==> config.mk <==
export PLATFORM = sky130hd
export DESIGN_NAME = mcu_packet_scheduler_flat
export DESIGN_NICKNAME = d
export VERILOG_FILES = /design/src/rtl/mcu_packet_scheduler_pkg.sv /design/src/rtl/mcu_packet_scheduler_if.sv /design/src/rtl/mcu_packet_scheduler_sync.sv /design/src/rtl/mcu_packet_scheduler.sv /design/src/flat_wrapper.sv
export SDC_FILE = /design/constraint.sdc
export NUM_CORES = 1
export LEC_CHECK = 0
export ABC_AREA = 0
export CORE_UTILIZATION = 47
export CTS_CLUSTER_SIZE = 30
export DETAILED_ROUTE_END_ITERATION = 6
export PLACE_DENSITY_LB_ADDON = 0.3
export SYNTH_ARGS = -nofsm -noshare
export SYNTH_HDL_FRONTEND = slang
export SYNTH_SLANG_ARGS = --single-unit
==> constraint.sdc <==
create_clock -name clk -period 4.15 [get_ports clk]
set_clock_uncertainty 0.2 [all_clocks]
set_input_delay 1.0375 -clock clk [delete_from_list [all_inputs] [get_ports clk]]
set_output_delay 1.0375 -clock clk [all_outputs]
set_load 0.005 [all_outputs]
==> src/rtl/mcu_packet_scheduler_pkg.sv <==
// mcu_link_pkg: shared types and constants for the MCU packet link
package mcu_link_pkg;
  typedef enum logic [1:0] {IDLE, COLLECT, PRESENT, COOLDOWN} sched_state_t;
  localparam logic [7:0] HEADER_BYTE = 8'hAA;
  localparam int FLAG_QUAT = 0;
  localparam int FLAG_GYRO = 1;
  localparam int SEQ_W = 8;
  localparam int PACKET_SIZE = 16;
  function automatic logic [7:0] sat_inc(input logic [7:0] v);
    return &v ? v : v + 8'd1;
  endfunction
endpackage

==> src/rtl/mcu_packet_scheduler_if.sv <==
// mcu_packet_scheduler_if: sensor samples in, frozen snapshot and MCU handshake out
interface mcu_packet_scheduler_if;
  logic load, quat_valid, gyro_valid;
  logic signed [15:0] quat_w, quat_x, quat_y, quat_z, gyro_x, gyro_y, gyro_z;
  logic signed [15:0] snap_quat_w, snap_quat_x, snap_quat_y, snap_quat_z;
  logic signed [15:0] snap_gyro_x, snap_gyro_y, snap_gyro_z;
  logic snap_quat_valid, snap_gyro_valid, done, timeout_pulse;
  logic [mcu_link_pkg::SEQ_W-1:0] seq_num;
  logic [7:0] overrun_cnt;
  modport master(
    output load, quat_valid, gyro_valid, quat_w, quat_x, quat_y, quat_z, gyro_x, gyro_y, gyro_z,
    input snap_quat_w, snap_quat_x, snap_quat_y, snap_quat_z, snap_gyro_x, snap_gyro_y, snap_gyro_z,
    input snap_quat_valid, snap_gyro_valid, done, timeout_pulse, seq_num, overrun_cnt
  );
  modport slave(
    input load, quat_valid, gyro_valid, quat_w, quat_x, quat_y, quat_z, gyro_x, gyro_y, gyro_z,
    output snap_quat_w, snap_quat_x, snap_quat_y, snap_quat_z, snap_gyro_x, snap_gyro_y, snap_gyro_z,
    output snap_quat_valid, snap_gyro_valid, done, timeout_pulse, seq_num, overrun_cnt
  );
endinterface

==> src/rtl/mcu_packet_scheduler_sync.sv <==
// sync_edge_detect: 2-flop synchronizer with rising-edge detect for MCU-side inputs
module sync_edge_detect (
  input  logic clk,
  input  logic rst_n,
  input  logic din,
  output logic rise
);
  logic [2:0] sh_q;
  always_ff @(posedge clk or negedge rst_n)
    if (!rst_n) sh_q <= '0;
    else sh_q <= {sh_q[1:0], din};
  assign rise = sh_q[1] & ~sh_q[2];
endmodule

==> src/rtl/mcu_packet_scheduler.sv <==
// mcu_packet_scheduler: merges sensor pulses into a frozen snapshot and runs the MCU DONE/LOAD handshake
module mcu_packet_scheduler
  import mcu_link_pkg::*;
#(
  parameter int COLLECT_CYCLES = 16,
  parameter int MIN_INTERVAL = 3000,
  parameter int ACK_TIMEOUT = 30000
) (
  input logic clk,
  input logic rst_n,
  mcu_packet_scheduler_if.slave bus
);
  localparam int MAX_A = COLLECT_CYCLES > MIN_INTERVAL ? COLLECT_CYCLES : MIN_INTERVAL;
  localparam int MAX_C = MAX_A > ACK_TIMEOUT ? MAX_A : ACK_TIMEOUT;
  localparam int CW = $clog2(MAX_C + 1);
  localparam logic [CW-1:0] COLLECT_LD = CW'(COLLECT_CYCLES - 1);
  localparam logic [CW-1:0] COOL_LD = CW'(MIN_INTERVAL - 1);
  localparam logic [CW-1:0] TO_LD = CW'(ACK_TIMEOUT == 0 ? 0 : ACK_TIMEOUT - 1);
  sched_state_t state_q, state_d;
  logic [CW-1:0] cnt_q, cnt_d;
  logic [3:0][15:0] quat_q, quat_d;
  logic [2:0][15:0] gyro_q, gyro_d;
  logic [1:0] flags_q, flags_d;
  logic [SEQ_W-1:0] seq_q, seq_d;
  logic [7:0] ovr_q, ovr_d;
  logic done_q, done_d, tmo_q, tmo_d;
  logic load_edge, any_v, cap;
  sync_edge_detect u_load_sync (.clk(clk), .rst_n(rst_n), .din(bus.load), .rise(load_edge));
  assign any_v = bus.quat_valid | bus.gyro_valid;
  assign cap = state_q != PRESENT;
  always_comb begin
    quat_d = cap && bus.quat_valid ? {bus.quat_w, bus.quat_x, bus.quat_y, bus.quat_z} : quat_q;
    gyro_d = cap && bus.gyro_valid ? {bus.gyro_x, bus.gyro_y, bus.gyro_z} : gyro_q;
    flags_d = flags_q;
    flags_d[FLAG_QUAT] = flags_q[FLAG_QUAT] | (cap & bus.quat_valid);
    flags_d[FLAG_GYRO] = flags_q[FLAG_GYRO] | (cap & bus.gyro_valid);
    ovr_d = !cap && any_v ? sat_inc(ovr_q) : ovr_q;
    state_d = state_q;
    cnt_d = cnt_q;
    seq_d = seq_q;
    tmo_d = 1'b0;
    case (state_q)
      IDLE: if (any_v) begin
        state_d = COLLECT;
        cnt_d = COLLECT_LD;
      end
      COLLECT: if (cnt_q == '0) begin
        state_d = PRESENT;
        cnt_d = TO_LD;
      end else cnt_d = cnt_q - CW'(1);
      // an ack arriving on the timeout cycle wins over the timeout
      PRESENT: if (load_edge) begin
        state_d = COOLDOWN;
        seq_d = seq_q + SEQ_W'(1);
        flags_d = '0;
        cnt_d = COOL_LD;
      end else if (ACK_TIMEOUT != 0 && cnt_q == '0) begin
        state_d = COOLDOWN;
        tmo_d = 1'b1;
        flags_d = '0;
        cnt_d = COOL_LD;
      end else if (ACK_TIMEOUT != 0) cnt_d = cnt_q - CW'(1);
      COOLDOWN: if (cnt_q == '0) begin
        state_d = |flags_d ? COLLECT : IDLE;
        cnt_d = COLLECT_LD;
      end else cnt_d = cnt_q - CW'(1);
      default: state_d = IDLE;
    endcase
    done_d = state_d == PRESENT;
  end
  always_ff @(posedge clk or negedge rst_n)
    if (!rst_n) begin
      state_q <= IDLE;
      cnt_q <= '0;
      quat_q <= '0;
      gyro_q <= '0;
      flags_q <= '0;
      seq_q <= '0;
      ovr_q <= '0;
      done_q <= 1'b0;
      tmo_q <= 1'b0;
    end else begin
      state_q <= state_d;
      cnt_q <= cnt_d;
      quat_q <= quat_d;
      gyro_q <= gyro_d;
      flags_q <= flags_d;
      seq_q <= seq_d;
      ovr_q <= ovr_d;
      done_q <= done_d;
      tmo_q <= tmo_d;
    end
  assign bus.snap_quat_w = quat_q[3];
  assign bus.snap_quat_x = quat_q[2];
  assign bus.snap_quat_y = quat_q[1];
  assign bus.snap_quat_z = quat_q[0];
  assign bus.snap_gyro_x = gyro_q[2];
  assign bus.snap_gyro_y = gyro_q[1];
  assign bus.snap_gyro_z = gyro_q[0];
  assign bus.snap_quat_valid = flags_q[FLAG_QUAT];
  assign bus.snap_gyro_valid = flags_q[FLAG_GYRO];
  assign bus.done = done_q;
  assign bus.seq_num = seq_q;
  assign bus.overrun_cnt = ovr_q;
  assign bus.timeout_pulse = tmo_q;
endmodule
==> src/flat_wrapper.sv <==
// flat-port wrapper written by rule: the top's interface ports become plain ports
module mcu_packet_scheduler_flat import mcu_link_pkg::*;
#(
  parameter int COLLECT_CYCLES = 16,
  parameter int MIN_INTERVAL = 3000,
  parameter int ACK_TIMEOUT = 30000
)
  (clk, rst_n, bus_load, bus_quat_valid, bus_gyro_valid, bus_quat_w, bus_quat_x, bus_quat_y, bus_quat_z, bus_gyro_x, bus_gyro_y, bus_gyro_z, bus_snap_quat_w, bus_snap_quat_x, bus_snap_quat_y, bus_snap_quat_z, bus_snap_gyro_x, bus_snap_gyro_y, bus_snap_gyro_z, bus_snap_quat_valid, bus_snap_gyro_valid, bus_done, bus_timeout_pulse, bus_seq_num, bus_overrun_cnt);
  mcu_packet_scheduler_if bus_i ();
  input logic clk;
  input logic rst_n;
  input wire logic [$bits(bus_i.load)-1:0] bus_load;
  input wire logic [$bits(bus_i.quat_valid)-1:0] bus_quat_valid;
  input wire logic [$bits(bus_i.gyro_valid)-1:0] bus_gyro_valid;
  input wire logic [$bits(bus_i.quat_w)-1:0] bus_quat_w;
  input wire logic [$bits(bus_i.quat_x)-1:0] bus_quat_x;
  input wire logic [$bits(bus_i.quat_y)-1:0] bus_quat_y;
  input wire logic [$bits(bus_i.quat_z)-1:0] bus_quat_z;
  input wire logic [$bits(bus_i.gyro_x)-1:0] bus_gyro_x;
  input wire logic [$bits(bus_i.gyro_y)-1:0] bus_gyro_y;
  input wire logic [$bits(bus_i.gyro_z)-1:0] bus_gyro_z;
  output wire logic [$bits(bus_i.snap_quat_w)-1:0] bus_snap_quat_w;
  output wire logic [$bits(bus_i.snap_quat_x)-1:0] bus_snap_quat_x;
  output wire logic [$bits(bus_i.snap_quat_y)-1:0] bus_snap_quat_y;
  output wire logic [$bits(bus_i.snap_quat_z)-1:0] bus_snap_quat_z;
  output wire logic [$bits(bus_i.snap_gyro_x)-1:0] bus_snap_gyro_x;
  output wire logic [$bits(bus_i.snap_gyro_y)-1:0] bus_snap_gyro_y;
  output wire logic [$bits(bus_i.snap_gyro_z)-1:0] bus_snap_gyro_z;
  output wire logic [$bits(bus_i.snap_quat_valid)-1:0] bus_snap_quat_valid;
  output wire logic [$bits(bus_i.snap_gyro_valid)-1:0] bus_snap_gyro_valid;
  output wire logic [$bits(bus_i.done)-1:0] bus_done;
  output wire logic [$bits(bus_i.timeout_pulse)-1:0] bus_timeout_pulse;
  output wire logic [$bits(bus_i.seq_num)-1:0] bus_seq_num;
  output wire logic [$bits(bus_i.overrun_cnt)-1:0] bus_overrun_cnt;
  assign bus_i.load = bus_load;
  assign bus_i.quat_valid = bus_quat_valid;
  assign bus_i.gyro_valid = bus_gyro_valid;
  assign bus_i.quat_w = bus_quat_w;
  assign bus_i.quat_x = bus_quat_x;
  assign bus_i.quat_y = bus_quat_y;
  assign bus_i.quat_z = bus_quat_z;
  assign bus_i.gyro_x = bus_gyro_x;
  assign bus_i.gyro_y = bus_gyro_y;
  assign bus_i.gyro_z = bus_gyro_z;
  assign bus_snap_quat_w = bus_i.snap_quat_w;
  assign bus_snap_quat_x = bus_i.snap_quat_x;
  assign bus_snap_quat_y = bus_i.snap_quat_y;
  assign bus_snap_quat_z = bus_i.snap_quat_z;
  assign bus_snap_gyro_x = bus_i.snap_gyro_x;
  assign bus_snap_gyro_y = bus_i.snap_gyro_y;
  assign bus_snap_gyro_z = bus_i.snap_gyro_z;
  assign bus_snap_quat_valid = bus_i.snap_quat_valid;
  assign bus_snap_gyro_valid = bus_i.snap_gyro_valid;
  assign bus_done = bus_i.done;
  assign bus_timeout_pulse = bus_i.timeout_pulse;
  assign bus_seq_num = bus_i.seq_num;
  assign bus_overrun_cnt = bus_i.overrun_cnt;
  mcu_packet_scheduler #(.COLLECT_CYCLES(COLLECT_CYCLES), .MIN_INTERVAL(MIN_INTERVAL), .ACK_TIMEOUT(ACK_TIMEOUT)) u_core (.clk(clk), .rst_n(rst_n), .bus(bus_i));
endmodule
==> qor.csv, run 1 <==
stage;metric;value;unit
drt;Antenna Nets Post-Route;0;
grt;initial antenna violation count;0;
grt;vias in the first global route;4496;
clock_network;CTS tree;yes;
grt;largest net degree at the start of global routing;96;
power_and_ir_drop;Leak;3.96;nW
floorplan;Core Region;12700;um^2
worst_setup_path;crit path launch type;input port;
worst_setup_path;path depth of the worst reg2reg path;4;
floorplan;Die Wd;117;um
synth;ys async rst share;100;%
layout;n_diodes;0;
worst_hold_path;hold_sp;u_core.u_load_sync.sh_q[0];
timing;unrepaired setup endpoints after global routing;false;
drt;DRT Pass-1 Iters;4;
synth;Post-synth EDFFs;0;
timing;final setup vio count;0;
worst_hold_path;Hold Path Depth;0;
synth;YS warnings;0;
placed_design;Port Buf Inserts;248;
drt;Iter 0 DRT Violations;296;
floorplan;IO Count;249;
timing;relative slew slack;28.1;%
timing;Max Transition Viols Final;0;
synth;Cells after Synth;437;
worst_hold_path;Hold Crit Class;flop to flop;
timing;final worst setup slack;1.46;ns
worst_setup_path;Worst R2R End;u_core.cnt_q[9];
clock_network;CTS root buffer;clkbuf_16;
layout;P&R area growth vs syn;54.2;%
timing;Final Cycle Share;64.8;%
placed_design;detailed-placement wirelength estimate;12000;um
power_and_ir_drop;P per Cell Area;466;nW/um^2
clock_network;clk slew on worst S/H paths;0.06;ns
worst_setup_path;Worst EP arrival;2.78;ns
floorplan;initial cell density of the core;48.6;%
layout;Final #Nets;809;
drt;drt via density;5.21;
drt;drt drc;0;
synth;predominant post-synthesis flop cell;dfrtp_1;
placed_design;placed standard-cell area;8850;um^2
status;status;completed;
power_and_ir_drop;Logic pwr share;18.7;%
run;maxcap violations;0;
timing;final hold vios;0;
floorplan;row cnt;41;
grt;GRT Total Usage;24.8;%
timing;Setup TNS Final;0;ns
drt;final wirelength;16900;um
clock_network;H-Tree Depth;4;
power_and_ir_drop;sw frac;23.9;%
placed_design;GPL Wtd Cong;0.859;
clock_network;CTS hold repair buffers;0;
layout;Filler Cell Count;835;
timing;min cycle time layout;2.69;ns
timing;worst slew pin tran;1.07;ns
floorplan;die height;117;um
grt;first-pass GRT wire length;24700;um
drt;mean routed wirelength per cell;19.3;um
worst_setup_path;worst r2r src;u_core.cnt_q[5];
timing;Max Clock Freq;372;MHz
synth;post-synthesis sequential area ratio;61.6;%
grt;gr ovfl total;0;
layout;layout cell share with drive strength beyond 1;22.7;%
clock_network;post-CTS sizing;0;
layout;commonest cells after routing, fill and taps aside;clkdlybuf4s50_1 (247), dfrtp_1 (152), mux2_2 (115);
synth;syn nets;557;
floorplan;die area;13600;um^2
power_and_ir_drop;Clock Power Share;39.5;%
worst_setup_path;crit path kind;input port to flop;
clock_network;total CTS buffers;17;
layout;leading cell type in the layout, fill and taps excluded;clkdlybuf4s50_1;
power_and_ir_drop;Sequential Power Share;41.8;%
synth;Yosys cell types;46;
worst_setup_path;flop-to-flop setup slack;1.46;ns
drt;via count;4545;
placed_design;dpl ws;1.05;ns
worst_hold_path;Hold EP;u_core.u_load_sync.sh_q[1];
synth;Yosys reg bits;152;
timing;final hold slack;0.171;ns
layout;cell area after layout;9530;um^2
power_and_ir_drop;Sw Pwr;1.06;mW
clock_network;setup bufs post-CTS;0;
power_and_ir_drop;total power;4.44;mW
synth;Post-Syn Area per Cell;14.1;um^2
clock_network;Bufs on Longest Clock Path;2;
worst_setup_path;Worst Path Max Fanout;64;
worst_setup_path;element type at the critical path end;flop;
synth;mapped cell area;6180;um^2
power_and_ir_drop;Max VDD drop;0.226;mV
worst_setup_path;Critical Path RT;4.24;ns
clock_network;worst-skew pair later-pin latency;0.41;ns
power_and_ir_drop;P_int;3.38;mW
clock_network;clock sink total;152;
critical path, stage by stage:
cell	delay [ns]
clkdlybuf4s50_1	0.53
nand2_2	0.11
buf_4	0.65
mux2_2	0.43
routing by layer:
metal  track usage, %  up-vias  routed length [um]
li1                 -     2085                   -
met1             28.4     2262                6340
met2             43.9      172                9040
met3             6.75       26                1130
met4             9.96        0                 386
met5                0        -                   0
synthesized netlist by cell type, types with 3 or more instances:
cell type | number | area, um^2
dfrtp_1 | 152 | 3800
mux2_2 | 115 | 1290
buf_2 | 16 | 80.1
nor2_1 | 14 | 52.6
a21oi_1 | 12 | 60.1
xnor2_1 | 12 | 105
nor3_1 | 10 | 50.1
o21ai_0 | 10 | 50.1
a22o_1 | 7 | 61.3
inv_1 | 7 | 26.3
nand2_1 | 7 | 26.3
nand3_1 | 7 | 35.0
nand4_1 | 7 | 43.8
xor2_1 | 6 | 52.6
clkbuf_1 | 5 | 18.8
and4_1 | 4 | 35.0
ha_1 | 3 | 37.5
nor2b_1 | 3 | 18.8
nor4_1 | 3 | 18.8
o31ai_1 | 3 | 22.5
power by group through the flow:
stage | Sequential [mW] | Clock, mW | Combinational [mW]
4_1_cts | 1.85 | 1.78 | 0.836
2_1_floorplan | 1.83 | 0 | 0.379
6_report | 1.86 | 1.76 | 0.831
5_1_grt | 1.88 | 1.84 | 0.898
3_5_place_dp | 1.87 | 0 | 0.827
3_3_place_gp | 1.85 | 0 | 0.796
registers in the layout, indices dropped and copies added, names as in the netlist:
signal,cells
u_core.bus.overrun_cnt,8
u_core.bus.snap_quat_w,16
u_core.bus.snap_quat_z,16
u_core.cnt_q,15
u_core.state_q,2
u_core.bus.snap_gyro_x,16
u_core.bus.snap_quat_y,16
u_core.flags_q,2
u_core.bus.done,1
u_core.bus.snap_gyro_z,16
u_core.bus.snap_gyro_y,16
u_core.bus.seq_num,8
u_core.bus.snap_quat_x,16
u_core.u_load_sync.sh_q,3
u_core.bus.timeout_pulse,1
through the flow:
step | util [%] | std cells
2_1_floorplan | - | 437
3_3_place_gp | 69.6 | 842
3_5_place_dp | 69.6 | 842
4_1_cts | 74.9 | 873
5_1_grt | 74.9 | 873
6_report | 74.9 | 873
worst max-delay path by stage:
| stage | from | slack [ns] | endpoint |
|---|---|---|---|
| 2_1_floorplan | bus_gyro_valid | 1.65 | u_core.cnt_q[12] |
| 3_3_place_gp | bus_quat_valid | 1.05 | u_core.bus.snap_quat_x[8] |
| 3_5_place_dp | bus_quat_valid | 1.05 | u_core.bus.snap_quat_y[11] |
| 4_1_cts | bus_quat_valid | 1.47 | u_core.bus.snap_quat_x[12] |
| 5_1_grt | u_core.cnt_q[4] | 1.33 | u_core.cnt_q[9] |
| 6_report | bus_quat_valid | 1.46 | u_core.bus.snap_quat_x[12] |
cell families after synthesis:
kind of cell | after synthesis | synth area share, %
XOR/XNOR | 18 | 2.55
AO/OA/AOI/OAI | 49 | 5.35
adder cells (fa/ha/maj) | 3 | 0.607
AND/OR/NAND/NOR | 72 | 6.97
flip-flops | 152 | 61.6
buffers and inverters | 28 | 2.02
multiplexers | 115 | 21.0
cell type report:
cell class	count	area (um^2)	area share, %
Sequential cell	152	3800	39.9
Inverter	7	26.3	0.276
Clock inverter	8	190	2.00
Clock buffer	23	488	5.12
Multi-Input combinational cell	257	2260	23.7
Timing Repair Buffer	254	2540	26.7
Tap cell	172	215	2.26
No activity file was read; power rests on OpenSTA's default activity.
==> inputs of run 2 (changes only) <==
- CORE_UTILIZATION: 47 -> 39
- clock period: 4.15 -> 2.4 ns (I/O delays scaled with it)
==> qor.csv, run 2 (same netlist as run 1, synthesis figures left out) <==
stage;metric;value;unit;change
power_and_ir_drop;sw frac;25.6;%;was 23.9%
grt;routing usage on met3;6.01;%;was 6.75%
layout;layout cell share with drive strength beyond 1;24.2;%;was 22.7%
worst_setup_path;flop-to-flop setup slack;0.12;ns;was 1.46 ns
clock_network;Bufs on Longest Clock Path;2;;unchanged
grt;GRT busiest layer;met2;;unchanged
grt;grt met1 use;23.4;%;was 28.4%
timing;Max Clock Freq;439;MHz;
grt;gr ovfl total;0;;unchanged
floorplan;initial cell density of the core;40.4;%;was 48.6%
clock_network;total CTS buffers;17;;unchanged
grt;GRT met2 Usage;36.7;%;was 43.9%
floorplan;IO Count;249;;unchanged
worst_setup_path;Worst EP arrival;2.38;ns;was 2.78 ns
run;maxcap violations;0;;unchanged
placed_design;Port Buf Inserts;248;;unchanged
timing;unrepaired setup endpoints after global routing;false;;unchanged
drt;Antenna Nets Post-Route;0;;unchanged
drt;mean routed wirelength per cell;17.7;um;was 19.3 um
timing;min cycle time layout;2.28;ns;
power_and_ir_drop;P_int;5.47;mW;was 3.38 mW
power_and_ir_drop;P per Cell Area;764;nW/um^2;was 466 nW/um^2
grt;first-pass GRT wire length;25600;um;was 24700 um
floorplan;Die Wd;128;um;was 117 um
power_and_ir_drop;Max VDD drop;0.516;mV;was 0.226 mV
timing;final hold slack;0.173;ns;was 0.171 ns
drt;final wirelength;16400;um;was 16900 um
grt;GRT Total Usage;20.7;%;was 24.8%
drt;Iter 0 DRT Violations;255;;was 296
status;status;completed;;unchanged
layout;leading cell type in the layout, fill and taps excluded;clkdlybuf4s50_1;;unchanged
clock_network;clock sink total;152;;unchanged
timing;relative slew slack;47.3;%;was 28.1%
worst_setup_path;Critical Path RT;2.50;ns;was 4.24 ns
floorplan;row cnt;45;;was 41
layout;n_diodes;0;;unchanged
timing;final worst setup slack;0.123;ns;was 1.46 ns
power_and_ir_drop;Logic pwr share;20.4;%;was 18.7%
drt;via count;4578;;was 4545
layout;P&R area growth vs syn;56.0;%;was 54.2%
worst_setup_path;crit path launch type;flop;;was input port
worst_setup_path;Worst Path Max Fanout;7;;was 64
clock_network;clk slew on worst S/H paths;0.06;ns;about the same
worst_setup_path;element type at the critical path end;flop;;unchanged
clock_network;worst-skew pair later-pin latency;0.42;ns;was 0.41 ns
clock_network;H-Tree Depth;4;;unchanged
timing;Max Transition Viols Final;0;;unchanged
power_and_ir_drop;Sequential Power Share;43.3;%;was 41.8%
power_and_ir_drop;total power;7.36;mW;was 4.44 mW
grt;initial antenna violation count;0;;unchanged
clock_network;CTS root buffer;clkbuf_16;;unchanged
timing;Final Cycle Share;94.9;%;
worst_hold_path;Hold Crit Class;flop to flop;;unchanged
worst_setup_path;crit path kind;flop to flop;;was input port to flop
placed_design;dpl ws;-0.0200;ns;was 1.05 ns
grt;largest net degree at the start of global routing;89;;was 96
clock_network;CTS tree;yes;;unchanged
power_and_ir_drop;Sw Pwr;1.89;mW;was 1.06 mW
layout;commonest cells after routing, fill and taps aside;clkdlybuf4s50_1 (247), dfrtp_1 (152), mux2_2 (115);;unchanged
drt;DRT Pass-1 Iters;4;;unchanged
floorplan;Core Region;15300;um^2;was 12700 um^2
placed_design;detailed-placement wirelength estimate;12300;um;was 12000 um
floorplan;die area;16400;um^2;was 13600 um^2
floorplan;die height;128;um;was 117 um
timing;worst slew pin tran;0.779;ns;was 1.07 ns
drt;drt via density;4.94;;was 5.21
grt;vias in the first global route;4724;;was 4496
drt;drt drc;0;;unchanged
timing;final hold vios;0;;unchanged
power_and_ir_drop;Clock Power Share;36.2;%;was 39.5%
power_and_ir_drop;Leak;3.98;nW;was 3.96 nW
placed_design;GPL Wtd Cong;0.894;;was 0.859
layout;Final #Nets;823;;was 809
timing;final setup vio count;0;;unchanged
run 2: critical path, stage by stage (launching register included):
cell and delay, ns:
dfrtp_1 0.41, inv_1 0.11, ha_1 0.23, nor3b_4 0.19
and4_2 0.25, or4b_1 0.55, a22o_1 0.21
run 2: worst paths after layout:
path                                                  from                         end  cells past startpoint
worst max-delay path                       u_core.cnt_q[1]             u_core.cnt_q[5]                      6
worst min-delay path            u_core.u_load_sync.sh_q[0]  u_core.u_load_sync.sh_q[1]                      0
worst max register to register             u_core.cnt_q[1]             u_core.cnt_q[5]                      6
worst min register to register  u_core.u_load_sync.sh_q[0]  u_core.u_load_sync.sh_q[1]                      0
max in group asynchronous                            rst_n   u_core.bus.snap_gyro_y[3]                      3
min in group asynchronous                            rst_n   u_core.bus.snap_quat_z[0]                      2
run 2: cell type report:
class	count	area (um^2)
Clock inverter	12	151
Tap cell	211	264
Fill cell	1208	5680
Sequential cell	152	3800
Clock buffer	20	437
Multi-Input combinational cell	257	2270
Timing Repair Buffer	268	2690
Inverter	7	26.3
run 2: per-stage QoR:
step | utilization, % | cell area (um^2) | TNS [ns] | instances
6_report | 62.9 | 9640 | 0 | 927
5_1_grt | 62.9 | 9640 | 0 | 927
4_1_cts | 62.9 | 9630 | 0 | 927
3_5_place_dp | 59.0 | 9030 | -0.0200 | 894
3_3_place_gp | 59.0 | 9030 | 0 | 894
2_1_floorplan | - | 6180 | 0 | 437
run 2: power groups by stage:
| stage | clock network (mW) | registers (mW) | logic (mW) |
|---|---|---|---|
| 6_report | 2.67 | 3.19 | 1.50 |
| 2_1_floorplan | 0 | 3.16 | 0.656 |
| 5_1_grt | 2.85 | 3.23 | 1.63 |
| 3_5_place_dp | 0 | 3.22 | 1.50 |
| 4_1_cts | 2.72 | 3.18 | 1.51 |
| 3_3_place_gp | 0 | 3.20 | 1.45 |
run 2: what timing repair did:
item                                    4_1_cts  5_1_grt
gates resized for setup                       0        2
endpoints found under the setup margin        0        5
hold buffers                                  1        0
buffers inserted                              0        0
hold endpoints to repair                      8        0
run 2: metal layers:
| metal | part of all wire [%] | up-vias |
|---|---|---|
| li1 | - | 2120 |
| met1 | 38 | 2251 |
| met2 | 52 | 180 |
| met3 | 7.4 | 27 |
| met4 | 2.1 | 0 |
| met5 | 0 | - |
==> inputs of run 3 (changes only) <==
- CORE_MARGIN: default -> 2
- clock period: 2.4 -> 1.97 ns (I/O delays scaled with it)
==> qor.csv, run 3 (same netlist as run 1, synthesis figures left out) <==
stage;metric;value;unit;change
layout;P&R area growth vs syn;63.9;%;was 56.0%
placed_design;GPL Wtd Cong;0.868;;was 0.894
layout;n_diodes;0;;unchanged
grt;gr ovfl total;0;;unchanged
drt;Antenna Nets Post-Route;0;;unchanged
placed_design;Post-Place Cells;925;;was 894
worst_setup_path;CP max-delay cell;or4_4;;was or4b_1
clock_network;clock sink total;152;;unchanged
timing;worst slew pin tran;0.442;ns;was 0.779 ns
drt;via count;4775;;was 4578
clock_network;H-Tree Depth;4;;unchanged
power_and_ir_drop;total power;9.37;mW;was 7.36 mW
grt;first-pass GRT wire length;25200;um;was 25600 um
drt;drt via density;4.87;;was 4.94
grt;GRT Total Usage;19.4;%;was 20.7%
worst_setup_path;Worst EP arrival;2.09;ns;was 2.38 ns
floorplan;Die Wd;130;um;was 128 um
clock_network;CTS root buffer;clkbuf_16;;unchanged
timing;Max Clock Freq;505;MHz;was 439 MHz
placed_design;Port Buf Inserts;248;;unchanged
timing;final hold vios;0;;unchanged
floorplan;row cnt;46;;was 45
worst_setup_path;worst r2r src;u_core.cnt_q[2];;was u_core.cnt_q[1]
drt;drt drc;0;;unchanged
timing;min cycle time layout;1.98;ns;was 2.28 ns
status;violated checks;negative setup slack;;
drt;Iter 0 DRT Violations;163;;was 255
worst_setup_path;critical path launch point;u_core.cnt_q[2];;was u_core.cnt_q[1]
worst_setup_path;delay of the slowest critical-path stage;0.54;ns;was 0.55 ns
floorplan;Core Region;15700;um^2;was 15300 um^2
power_and_ir_drop;P per Cell Area;925;nW/um^2;was 764 nW/um^2
floorplan;initial cell density of the core;39.3;%;was 40.4%
clock_network;clk slew on worst S/H paths;0.06;ns;about the same
timing;final worst setup slack;-0.00986;ns;was 0.123 ns
power_and_ir_drop;Leak;4.70;nW;was 3.98 nW
layout;non-filler instance count after layout;981;;was 927
placed_design;detailed-placement wirelength estimate;12100;um;was 12300 um
timing;Max Transition Viols Final;0;;unchanged
drt;DRT Pass-1 Iters;4;;unchanged
layout;leading cell type in the layout, fill and taps excluded;dfrtp_1;;was clkdlybuf4s50_1
timing;relative slew slack;70.3;%;was 47.3%
clock_network;worst-skew pair later-pin latency;0.42;ns;about the same
timing;Final Cycle Share;101;%;was 94.9%
run;maxcap violations;0;;unchanged
grt;initial antenna violation count;0;;unchanged
worst_setup_path;crit path kind;flop to flop;;unchanged
worst_hold_path;Hold Crit Class;flop to flop;;unchanged
power_and_ir_drop;Max VDD drop;0.613;mV;was 0.516 mV
worst_setup_path;Critical Path RT;2.08;ns;was 2.50 ns
timing;unrepaired setup endpoints after global routing;true;;was false
clock_network;total CTS buffers;17;;unchanged
grt;largest net degree at the start of global routing;47;;was 89
layout;Final #Nets;872;;was 823
timing;final setup vio count;1;;was 0
drt;final wirelength;16700;um;was 16400 um
worst_setup_path;crit path launch type;flop;;unchanged
clock_network;Bufs on Longest Clock Path;2;;unchanged
drt;mean routed wirelength per cell;17.0;um;was 17.7 um
floorplan;IO Count;249;;unchanged
clock_network;CTS tree;yes;;unchanged
status;status;finished, violations left;;was completed
worst_setup_path;Worst Path Max Fanout;2;;was 7
layout;Filler Cell Count;1222;;was 1208
layout;commonest cells after routing, fill and taps aside;dfrtp_1 (149), clkdlybuf4s50_1 (116), mux2_2 (115);;was clkdlybuf4s50_1 (247), dfrtp_1 (152), mux2_2 (115)
layout;layout cell share with drive strength beyond 1;31.6;%;was 24.2%
worst_hold_path;hold_sp;u_core.u_load_sync.sh_q[0];;unchanged
grt;vias in the first global route;4969;;was 4724
worst_setup_path;crit path cell chain;or4_4 -> o21ai_1 -> or4b_1 -> a22o_1;;was inv_1 -> ha_1 -> nor3b_4 -> and4_2 -> or4b_1 -> a22o_1
floorplan;die height;130;um;was 128 um
floorplan;die area;16900;um^2;was 16400 um^2
worst_setup_path;element type at the critical path end;flop;;unchanged
run 3: where the power goes:
part | internal (mW) | leakage (nW) | switching [mW] | total (mW)
Combinational | 1.26 | 2.59 | 0.844 | 2.10
Sequential | 3.53 | 1.81 | 0.280 | 3.81
Clock | 2.14 | 0.305 | 1.32 | 3.46
Total | 6.93 | 4.70 | 2.44 | 9.37
run 3: layer usage:
layer	track usage [%]	up-vias	share of wire, %
met5	0	-	0
met4	8.35	0	2.6
met3	4.31	33	6.2
met2	33.6	182	51
met1	23.4	2344	40
li1	-	2216	-
run 3: area by class of cell:
cell class	instances	area (um^2)	share of cell area (%)
Clock buffer	19	433	4.27
Clock inverter	13	195	1.93
Inverter	7	26.3	0.259
Multi-Input combinational cell	257	2370	23.4
Sequential cell	152	3810	37.6
Tap cell	216	270	2.67
Timing Repair Buffer	317	3030	29.9
run 3: per-stage QoR:
stage	hold WS, ns	area, um^2	setup TNS [ns]	worst slack (ns)	util (%)
2_1_floorplan	-0.00309	6190	-0.0212	-0.0212	-
3_3_place_gp	0.153	9310	-22.58	-0.235	59.3
3_5_place_dp	0.144	9310	-24.69	-0.266	59.3
4_1_cts	0.164	9990	-0.0123	-0.0123	63.6
5_1_grt	0.170	10100	-0.218	-0.0734	64.5
6_report	0.160	10100	-0.00986	-0.00986	64.5
run 3: critical path, delay by kind of cell, from the launching register on:
family           cells  cell delay [ns]
flip-flops           1             0.41
AND/OR/NAND/NOR      2             0.97
AO/OA/AOI/OAI        2             0.30
run 3: what timing repair did:
| item | CTS | global route |
|---|---|---|
| gates resized for setup | 117 | 39 |
| setup buffers | 21 | 2 |
| pin swaps | 1 | 5 |
| hold buffers | 1 | 0 |
| endpoints found under the hold margin | 30 | 0 |
| endpoints found under the setup margin | 120 | 35 |
run 3: worst paths after layout:
| path | end | slack [ns] | cells after the start |
|---|---|---|---|
| max reg2reg | u_core.cnt_q[5] | -0.01 | 4 |
| min reg2reg | u_core.u_load_sync.sh_q[1] | 0.16 | 0 |
| max | u_core.cnt_q[5] | -0.01 | 4 |
| max in group asynchronous | u_core.bus.snap_gyro_y[14] | 0.71 | 3 |
| min in group asynchronous | u_core.bus.snap_quat_z[5] | 0.34 | 2 |
| min | u_core.u_load_sync.sh_q[1] | 0.16 | 0 |
